<file path="src/rtl/rectangle128_pkg.sv">
// RECTANGLE-128 encryption core: shared constants,
// S-box and FSM state encoding.
package rectangle128_pkg;

    localparam int RECT_NROUNDS = 25;
    localparam int ROW_W        = 16;
    localparam int BLK_W        = 4 * ROW_W;

    typedef enum logic [1:0] {
        S_IDLE,
        S_ROUND,
        S_FINAL,
        S_DONE
    } fsm_t;

    function automatic logic [3:0] sbox(input logic [3:0] x);
        logic [3:0] y;
        y = '0;
        unique case (x)
            4'h0: y = 4'h6;
            4'h1: y = 4'h5;
            4'h2: y = 4'hC;
            4'h3: y = 4'hA;
            4'h4: y = 4'h1;
            4'h5: y = 4'hE;
            4'h6: y = 4'h7;
            4'h7: y = 4'h9;
            4'h8: y = 4'hB;
            4'h9: y = 4'h0;
            4'hA: y = 4'h3;
            4'hB: y = 4'hD;
            4'hC: y = 4'h8;
            4'hD: y = 4'hF;
            4'hE: y = 4'h4;
            4'hF: y = 4'h2;
        endcase
        return y;
    endfunction

endpackage

</file>
<file path="src/rtl/rectangle128_enc_core_if.sv">
// Block handshake bundle: plaintext in, ciphertext out,
// both valid/ready.
interface rectangle128_enc_core_if;

    logic        in_valid;
    logic        in_ready;
    logic [63:0] plaintext;
    logic        out_valid;
    logic        out_ready;
    logic [63:0] ciphertext;

    modport master (
        output in_valid,
        output plaintext,
        output out_ready,
        input  in_ready,
        input  out_valid,
        input  ciphertext
    );

    modport slave (
        input  in_valid,
        input  plaintext,
        input  out_ready,
        output in_ready,
        output out_valid,
        output ciphertext
    );

endinterface

</file>
<file path="src/rtl/rectangle128_keymem.sv">
// Subkey store: one write port from the key schedule,
// combinational read port for the round datapath.
import rectangle128_pkg::*;

module rectangle128_keymem #(
    parameter int DEPTH = RECT_NROUNDS + 1
) (
    input  logic        Clk,
    input  logic        RstN,
    input  logic        flush,
    input  logic        WE,
    input  logic [4:0]  WAddr,
    input  logic [63:0] KeyIn,
    input  logic [4:0]  RAddr,
    output logic [63:0] RData,
    output logic        key_ready
);

    logic [63:0] mem [DEPTH];

    logic wr_ok;
    logic set_rdy;
    logic clr_rdy;

    assign wr_ok   = WE && (WAddr <= 5'(DEPTH - 1));
    assign set_rdy = WE && (WAddr == 5'(DEPTH - 1));
    assign clr_rdy = !flush || (WE && (WAddr == 5'd0));

    assign RData = mem[RAddr];

    // Storage is not reset; key_ready alone gates its use.
    always_ff @(posedge Clk) begin
        if (wr_ok) begin
            mem[WAddr] <= KeyIn;
        end
    end

    // Ready once the last subkey lands; any clear wins.
    always_ff @(posedge Clk or negedge RstN) begin
        if (!RstN) begin
            key_ready <= 1'b0;
        end else if (clr_rdy) begin
            key_ready <= 1'b0;
        end else if (set_rdy) begin
            key_ready <= 1'b1;
        end
    end

endmodule

</file>
<file path="src/rtl/rectangle128_enc_core.sv">
// RECTANGLE-128 iterative encryption core, one round
// per cycle, subkeys read from rectangle128_keymem.
import rectangle128_pkg::*;

module rectangle128_enc_core #(
    parameter int NROUNDS = RECT_NROUNDS
) (
    input  logic                     Clk,
    input  logic                     RstN,
    input  logic                     flush,
    input  logic                     WE,
    input  logic [4:0]               WAddr,
    input  logic [63:0]              KeyIn,
    rectangle128_enc_core_if.slave   bus,
    output logic                     key_ready,
    output logic                     busy
);

    fsm_t             fsm;
    logic [4:0]       rnd;
    logic [BLK_W-1:0] st;
    logic [BLK_W-1:0] ct;
    logic             ov_q;
    logic             busy_q;
    logic [63:0]      rkey;
    logic [BLK_W-1:0] x;
    logic [BLK_W-1:0] sc;
    logic [BLK_W-1:0] rnd_out;
    logic [3:0]       nib;
    logic [3:0]       sb;

    rectangle128_keymem #(
        .DEPTH(NROUNDS + 1)
    ) u_keymem (
        .Clk       (Clk),
        .RstN      (RstN),
        .flush     (flush),
        .WE        (WE),
        .WAddr     (WAddr),
        .KeyIn     (KeyIn),
        .RAddr     (rnd),
        .RData     (rkey),
        .key_ready (key_ready)
    );

    assign bus.in_ready   = (fsm == S_IDLE) && key_ready;
    assign bus.out_valid  = ov_q;
    assign bus.ciphertext = ct;
    assign busy           = busy_q;

    // Key add then S-box on every 4-bit column.
    always_comb begin
        x   = st ^ rkey;
        sc  = '0;
        nib = '0;
        sb  = '0;
        for (int j = 0; j < ROW_W; j++) begin
            nib = {x[3*ROW_W+j], x[2*ROW_W+j],
                   x[ROW_W+j], x[j]};
            sb  = sbox(nib);
            sc[j]         = sb[0];
            sc[ROW_W+j]   = sb[1];
            sc[2*ROW_W+j] = sb[2];
            sc[3*ROW_W+j] = sb[3];
        end
    end

    // Row rotations: 13, 12, 1, 0 from row3 down.
    assign rnd_out = {sc[50:48], sc[63:51],
                      sc[35:32], sc[47:36],
                      sc[30:16], sc[31],
                      sc[15:0]};

    // Control FSM with registered status outputs.
    always_ff @(posedge Clk or negedge RstN) begin
        if (!RstN) begin
            fsm    <= S_IDLE;
            rnd    <= '0;
            st     <= '0;
            ct     <= '0;
            ov_q   <= 1'b0;
            busy_q <= 1'b0;
        end else begin
            unique case (fsm)
                S_IDLE: begin
                    if (bus.in_valid && key_ready) begin
                        st     <= bus.plaintext;
                        rnd    <= '0;
                        busy_q <= 1'b1;
                        fsm    <= S_ROUND;
                    end
                end
                S_ROUND: begin
                    st  <= rnd_out;
                    rnd <= rnd + 5'd1;
                    if (rnd == 5'(NROUNDS - 1)) begin
                        fsm <= S_FINAL;
                    end
                end
                S_FINAL: begin
                    st     <= st ^ rkey;
                    ct     <= st ^ rkey;
                    busy_q <= 1'b0;
                    ov_q   <= 1'b1;
                    fsm    <= S_DONE;
                end
                S_DONE: begin
                    if (bus.out_ready) begin
                        ov_q <= 1'b0;
                        fsm  <= S_IDLE;
                    end
                end
                default: fsm <= S_IDLE;
            endcase
        end
    end

endmodule

</file>
<file path="src/flat_wrapper.sv">
// flat-port wrapper written by rule: the top's interface ports become plain ports
module rectangle128_enc_core_flat 
#(
    parameter int NROUNDS = RECT_NROUNDS
)
  (Clk, RstN, flush, WE, WAddr, KeyIn, key_ready, busy, bus_in_valid, bus_plaintext, bus_out_ready, bus_in_ready, bus_out_valid, bus_ciphertext);
  rectangle128_enc_core_if bus_i ();
  input  logic Clk;
  input  logic RstN;
  input  logic flush;
  input  logic WE;
  input  logic [4:0] WAddr;
  input  logic [63:0] KeyIn;
  output logic key_ready;
  output logic busy;
  input wire logic [$bits(bus_i.in_valid)-1:0] bus_in_valid;
  input wire logic [$bits(bus_i.plaintext)-1:0] bus_plaintext;
  input wire logic [$bits(bus_i.out_ready)-1:0] bus_out_ready;
  output wire logic [$bits(bus_i.in_ready)-1:0] bus_in_ready;
  output wire logic [$bits(bus_i.out_valid)-1:0] bus_out_valid;
  output wire logic [$bits(bus_i.ciphertext)-1:0] bus_ciphertext;
  assign bus_i.in_valid = bus_in_valid;
  assign bus_i.plaintext = bus_plaintext;
  assign bus_i.out_ready = bus_out_ready;
  assign bus_in_ready = bus_i.in_ready;
  assign bus_out_valid = bus_i.out_valid;
  assign bus_ciphertext = bus_i.ciphertext;
  rectangle128_enc_core #(.NROUNDS(NROUNDS)) u_core (.Clk(Clk), .RstN(RstN), .flush(flush), .WE(WE), .WAddr(WAddr), .KeyIn(KeyIn), .bus(bus_i), .key_ready(key_ready), .busy(busy));
endmodule
</file>
<file path="config.mk">
export PLATFORM = sky130hd
export DESIGN_NAME = rectangle128_enc_core_flat
export DESIGN_NICKNAME = d
export VERILOG_FILES = /design/src/rtl/rectangle128_pkg.sv /design/src/rtl/rectangle128_enc_core_if.sv /design/src/rtl/rectangle128_keymem.sv /design/src/rtl/rectangle128_enc_core.sv /design/src/flat_wrapper.sv
export SDC_FILE = /design/constraint.sdc
export NUM_CORES = 2
export LEC_CHECK = 0
export ABC_CLOCK_PERIOD_IN_PS = 10500
export CAP_MARGIN = 40
export CORE_MARGIN = 8
export CORE_UTILIZATION = 37
export CTS_BUF_LIST = sky130_fd_sc_hd__clkbuf_8
export DETAILED_ROUTE_END_ITERATION = 10
export PLACE_DENSITY = 0.48
export REMOVE_ABC_BUFFERS = 1
export SLEW_MARGIN = 25
export SYNTH_ARGS = -nofsm -noshare
export SYNTH_HDL_FRONTEND = slang
export SYNTH_SLANG_ARGS = --single-unit
</file>
<file path="constraint.sdc">
create_clock -name Clk -period 10.5 [get_ports Clk]
set_input_delay 2.1 -clock Clk [delete_from_list [all_inputs] [get_ports Clk]]
set_output_delay 2.1 -clock Clk [all_outputs]
set_load 0.005 [all_outputs]
</file>
After elaboration in Yosys (flattened, before gate mapping)
Memory sizes are Yosys's and may differ from the RTL's.
Index checks and enable logic that the tools add are counted.
{"block": "op_classes", "shifts": 0, "bitwise_logic": 1, "n_reduce_logical": 19, "n_lt_le_gt_ge": 1, "mul": 0, "mux": 16, "n_div": 0, "eq_ne": 8, "add_sub_neg": 1}
{"cell": "case mux 64 bit (3 select lines)", "n": 1}
{"cell": "two-way mux 64 bit", "n": 1}
{"cell": "XOR 64 bit", "n": 1}
{"cell": "== test 5 bit, second input constant", "n": 2}
{"cell": "case mux 5 bit (2 select lines)", "n": 1}
{"cell": "case mux 2 bit (4 select lines)", "n": 1}
{"cell": "AND reduction 2 bit", "n": 4}
{"cell": "nonzero test 2 bit", "n": 4}
{"cell": "two-way mux 1 bit", "n": 6}
{"cell": "two-way mux 2 bit", "n": 3}
{"cell": "adder 5 x 1 -> 5 bit, second input constant", "n": 1}
{"cell": "less-or-equal comparator 5 bit, second input constant", "n": 1}
{"cell": "logical AND 1 bit", "n": 5}
{"cell": "logical NOT 5 bit", "n": 1}
{"cell": "two-way mux 5 bit", "n": 1}
{"cell": "== test 2 bit, second input constant", "n": 2}
{"cell": "!= test 2 bit, second input constant", "n": 2}
{"cell": "case mux 1 bit (2 select lines)", "n": 2}
{"cell": "AND reduction 3 bit", "n": 1}
{"cell": "nonzero test 3 bit", "n": 1}
{"cell": "== test 2 x 1 -> 1 bit, second input constant", "n": 1}
{"cell": "logical NOT 2 bit", "n": 1}
{"cell": "!= test 2 x 1 -> 1 bit, second input constant", "n": 1}
{"cell": "logical NOT 1 bit", "n": 1}
{"cell": "logical OR 1 bit", "n": 1}
{"block": "totals", "out_inout_bits": 68, "memories": 17, "in_bits": 139, "latchBits": 0, "ram_bits": 1664, "mem_bits_ro": 1024, "ff_bits": 138, "wordCells": 70}
{"memory": "u_core.u_keymem.mem", "words": 26, "width": 64, "rd": 1, "rd_ports_with_merged_regs": 0, "wr": 1, "line_no": "rectangle128_keymem.sv:19", "text": "logic [63:0] mem [DEPTH];"}
{"memory": "(name not given)", "words": 16, "width": 4, "rd": 1, "rd_ports_with_merged_regs": 0, "wr": 0, "line_no": "rectangle128_pkg.sv:19", "text": "unique case (x)"}
{"memory": "(name not given)", "words": 16, "width": 4, "rd": 1, "rd_ports_with_merged_regs": 0, "wr": 0, "line_no": "rectangle128_pkg.sv:19"}
{"memory": "(name not given)", "words": 16, "width": 4, "rd": 1, "rd_ports_with_merged_regs": 0, "wr": 0, "line_no": "rectangle128_pkg.sv:19"}
{"memory": "(name not given)", "words": 16, "width": 4, "rd": 1, "rd_ports_with_merged_regs": 0, "wr": 0, "line_no": "rectangle128_pkg.sv:19"}
{"memory": "(name not given)", "words": 16, "width": 4, "rd": 1, "rd_ports_with_merged_regs": 0, "wr": 0, "line_no": "rectangle128_pkg.sv:19"}
{"memory": "11 more memories"}

Longest topological paths before layout
{"block": "depth", "ltp_word": 4, "ltp_mapped": 18, "depth_no_buf": 11}

Modules after synthesis
From an unflattened synthesis, not the netlist that was laid out.
{"block": "unflattened", "hier_cells": 3781, "hier_area_um2": 73251.5}
{"mod": "rectangle128_keymem", "n_inst": 1, "area_each_um2": 63425.8, "cells_each": 2697, "seq_area_each_um2": 49992.9}
{"mod": "rectangle128_enc_core", "n_inst": 1, "area_each_um2": 9825.7, "cells_each": 1084, "seq_area_each_um2": 3428.3}

Worst setup path before layout
OpenSTA, ideal clock, no wires.
{"block": "synth_timing", "path_kind": "input -> register", "startpoint": "input port WAddr[1]", "endpoint": "memory u_core.u_keymem.mem[12][0] (enable)", "path_slack_ns": 4.757, "cell_stages": 3, "n_path_buf": 1, "required_time_ns": 10.014, "arrival_ns": 5.257, "cell_sequence": "or2_2 > clkbuf_1 > nor2_1"}
{"block": "synth_via", "elab_chain_len": 4}
{"item": "start: declaration", "line_no": "flat_wrapper.sv:12", "text": "input logic [4:0] WAddr;"}
{"item": "less-or-equal comparator 5 bit", "line_no": "rectangle128_keymem.sv:25", "text": "assign wr_ok = WE && (WAddr <= 5'(DEPTH - 1));"}
{"item": "logical AND 1 bit", "line_no": "rectangle128_keymem.sv:25"}
{"item": "two-way mux 1 bit", "line_no": "rectangle128_keymem.sv:33", "text": "if (wr_ok) begin"}
{"item": "two-way mux 1 bit (not written as such)", "line_no": "rectangle128_keymem.sv:34", "text": "mem[WAddr] <= KeyIn;"}
{"item": "end: declaration", "line_no": "rectangle128_keymem.sv:19"}
Several ways; a longest one is shown, not always the timed one.

Worst setup path in the final report
{"block": "layout_timing", "startpoint": "register u_core.rnd[0]", "endpoint": "register u_core.st[23]"}
{"block": "layout_via", "elab_chain_len": 4}
{"item": "start: declaration", "line_no": "rectangle128_enc_core.sv:20", "text": "logic [4:0] rnd;"}
{"item": "start signal: assignment", "line_no": "rectangle128_enc_core.sv:95", "text": "rnd <= rnd + 5'd1;"}
{"item": "memory (26 x 64 bit) *"}
{"item": "XOR 64 bit *", "line_no": "rectangle128_enc_core.sv:53, rectangle128_enc_core.sv:101"}
{"item": "memory (16 x 4 bit)"}
{"item": "case mux 64 bit (3 select lines) *", "line_no": "rectangle128_enc_core.sv:84", "text": "unique case (fsm)"}
{"item": "end signal: assignment", "line_no": "rectangle128_enc_core.sv:87", "text": "st <= bus.plaintext;"}
{"item": "end signal: assignment", "line_no": "rectangle128_enc_core.sv:94", "text": "st <= rnd_out;"}
{"item": "end signal: assignment", "line_no": "rectangle128_enc_core.sv:101", "text": "st <= st ^ rkey;"}
{"item": "end: declaration", "line_no": "rectangle128_enc_core.sv:21", "text": "logic [BLK_W-1:0] st;"}
Mark *: on every way between the ends. The rest lies on a longest branch, timed or not.
A chain may end at the register's enable or synchronous reset.

==> results.md <==
* Layout cells sized above 1 at 24.41%
* Slowest-stage cell, CP: dfrtp_4
* Synth Register Bits at 1802
* H-tree Lvls at 5
* WP data arrival at 6550 ps
* Crit path capture: u_core.st[23]
* Max Clock Freq at 179.2 MHz
* FF-to-FF setup slack at 4920 ps
* DRT iter0 DRCs at 4104
* Post-CTS setup repair buffer count at 0
* Initial antenna violation count at 19
* Critical path depth at 11
* Cells after synthesis at 3962
* Grt ovf at 0
* Largest net degree at the start of global routing at 93
* Fin crit share at 53.14%
* Number of global-route vias before repair at 41990
* Worst vdd ir at 186.8 uV
* Sinks on Clock Net at 1802
* Final nets at 4722
* Max-Cap Viols at 0
* Critical path class: reg2reg
* Initial DRT Pass Iterations at 5
* CP Max Fanout at 85
* Fin Setup TNS at 0 ps
* P_leak at 29.01 nW
* Yosys cell types at 91
* Post-synth top area share at 66.99%
* Final slew viol count at 0
* FF-to-FF End: u_core.st[23]
* Worst Path Buf+Inv at 3
* Avg WL per Cell at 33.23 um
* Critical Path Max Stage Delay at 770 ps
* Setup crit start kind: flip-flop
* Via count at 41130
* Synth warn at 0
* Setup Skew at 88.90 ps
* Multi-input gate area at 19520 um^2
* Critical Path Start: u_core.rnd[0]
* Type of the worst min-delay path: reg2reg
* DP Worst Slack at 4833 ps
* Hold buffer count at CTS at 0
* Dominant synthesized flop cell: edfxtp_1
* Die Ht at 465 um
* Placer Congestion at 0.8121
* Clock Tree Buf Depth at 4
* Fin. Hold Viols at 0
* Delay-heaviest family, CP: buffers and inverters
* Worst Path Required at 11470 ps
* DRC violations left at 0
* Vias per inst at 5.540
* Worst setup EP type: flip-flop
* Syn avg cell area at 18.83 um^2
* Post-Syn Area at 74590 um^2
* Leading cell type in the layout, fill and taps excluded: edfxtp_1
* CP cell instances: buf_12 > buf_4 > mux4_2 > o221ai_1 > o221ai_1 > xor2_1 > buf_4 > ha_1 > xor2_1 > mux2i_1 > a31o_1
* Reg clk slew, reported paths at 60 ps
* GRT Resource Usage Total at 22.32%
* Yosys top cell by area: edfxtp_1
* Area Growth Syn to Fin at 16.57%
* Fin crit period at 5580 ps
* Core area at 201300 um^2
* First-pass GRT wire length at 341100 um
* Clk_lat worst skew at 1070 ps
* Register area share after synthesis at 71.62%
* DIE AREA at 216200 um^2
* Pwr dens at 279.3 nW/um^2
* FP Rows at 165
* EDFF count, synth at 1664
* Total power at 24.29 mW
* Commonest non-fill, non-tap cells in the layout: 1664 x edfxtp_1, 348 x clkbuf_8, 300 x mux4_2
* TritonCTS buffer count at 331
* Starting Density at 37.06%
* Worst Setup Slack, final at 4920 ps
* Register cell area after layout at 53440 um^2
* Relative slew slack at 40.34%
* Async S/R FF share, synth at 7.658%
* Fillers at 17750
* TritonCTS clock tree: built
* Setup Viol. Count Final at 0
* Final antenna-violating net count at 0
* Die X-Extent at 465 um
* Port Buffers at 206
* Worst r2r src: u_core.rnd[0]
* Post-detail-place hpwl at 148900 um
* Routed WL at 246600 um
* Top post-synthesis cells by area: edfxtp_1 67%, mux4_2 9.1%, dfrtp_1 4.6%
* Outcome: finished, final reports clean
* Post_cts resized at 0
* Unrepaired setup endpoints after global routing: false
* IO Pins at 207
* Worst Tran Pin Value at 894.9 ps
* WHS at 485.4 ps
* Reg2reg path depth at 11
* Clock Tree Root: clkbuf_8
through the flow:
step,cell area [um^2],std cells,util [%]
final,86950,7423,43.20
after global routing,86940,7421,43.19
after CTS,86500,7384,42.98
after detailed placement,80590,6809,40.04
after global placement,79740,6754,39.62
after floorplan,72960,3742,-
cell usage after synthesis, drive strengths merged (3+ instances only):
library cell	n
a32o	3
a31oi	21
o22ai	53
o221ai	35
o31ai	8
mux2	107
and3	15
edfxtp	1664
a21oi	84
a2111oi	5
xnor2	44
inv	81
nor3b	5
xor2	56
ha	77
o21ai	131
o211ai	24
and2	7
a22oi	72
nor3	11
a22o	17
or2	17
a211oi	27
a21o	7
nand2	148
a32oi	3
dfrtp	138
nand2b	17
o211a	3
mux2i	272
a221oi	33
nor2b	30
mux4	312
a31o	5
o32ai	4
buf	144
a211o	13
nand3	32
a221o	3
clkbuf	76
o311ai	17
or3	14
nor2	92
nand4	5
nand3b	7
flip-flops by register name, summed over array words and instances (netlist names):
register                   count
u_core.u_keymem.key_ready      1
u_core.st                     64
u_core.rnd                     5
u_core.fsm                     2
u_core.bus.ciphertext         64
u_core.u_keymem.mem         1664
u_core.bus.out_valid           1
u_core.busy                    1
final cells by class:
cell class,count,share of cell area [%]
inverters,83,0.3655
multi-input cells,1857,22.45
well taps,2672,3.845
diodes,3,0.008634
clock buffers,347,5.493
clock inverters,228,1.304
flip-flops and latches,1802,61.46
repair buffers,431,5.081
per-layer routing:
metal / track usage (%) / up-vias / wire length (um)
met5: 0 / - / 21
met4: 7.470 / 4 / 8308
met2: 36.68 / 1550 / 118400
met1: 30.07 / 22020 / 104500
met3: 4.096 / 377 / 15440
li1: - / 17180 / -
worst min-delay path by stage:
stage,from,endpoint,slack [ps],cells past startpoint
6_report,u_core.bus.ciphertext[40],u_core.bus.ciphertext[40],490,1
2_1_floorplan,u_core.st[4],u_core.st[4],480,2
4_1_cts,u_core.bus.ciphertext[40],u_core.bus.ciphertext[40],490,1
5_1_grt,u_core.bus.ciphertext[41],u_core.bus.ciphertext[41],520,1
3_5_place_dp,u_core.bus.ciphertext[41],u_core.bus.ciphertext[41],470,1
3_3_place_gp,u_core.bus.ciphertext[41],u_core.bus.ciphertext[41],460,1
power breakdown:
group / switching, mW / internal (mW)
Combinational: 5.71 / 3.80
Sequential: 0.378 / 8.21
Clock: 2.94 / 3.24
kinds of logic (layout without fill, tap and decap cells):
group           after synthesis  count (layout)  synth area share [%]
xor+xnor                    100             100                 1.652
buf+inv                     303            1089                 2.608
flops                      1802            1802                 71.62
other cells                   0               3                     0
simple gates                402             402                 2.533
fa+ha+maj                    77              77                 1.292
mux                         691             691                 14.75
compound gates              587             587                 5.552
(Power assumes the default switching activity.)
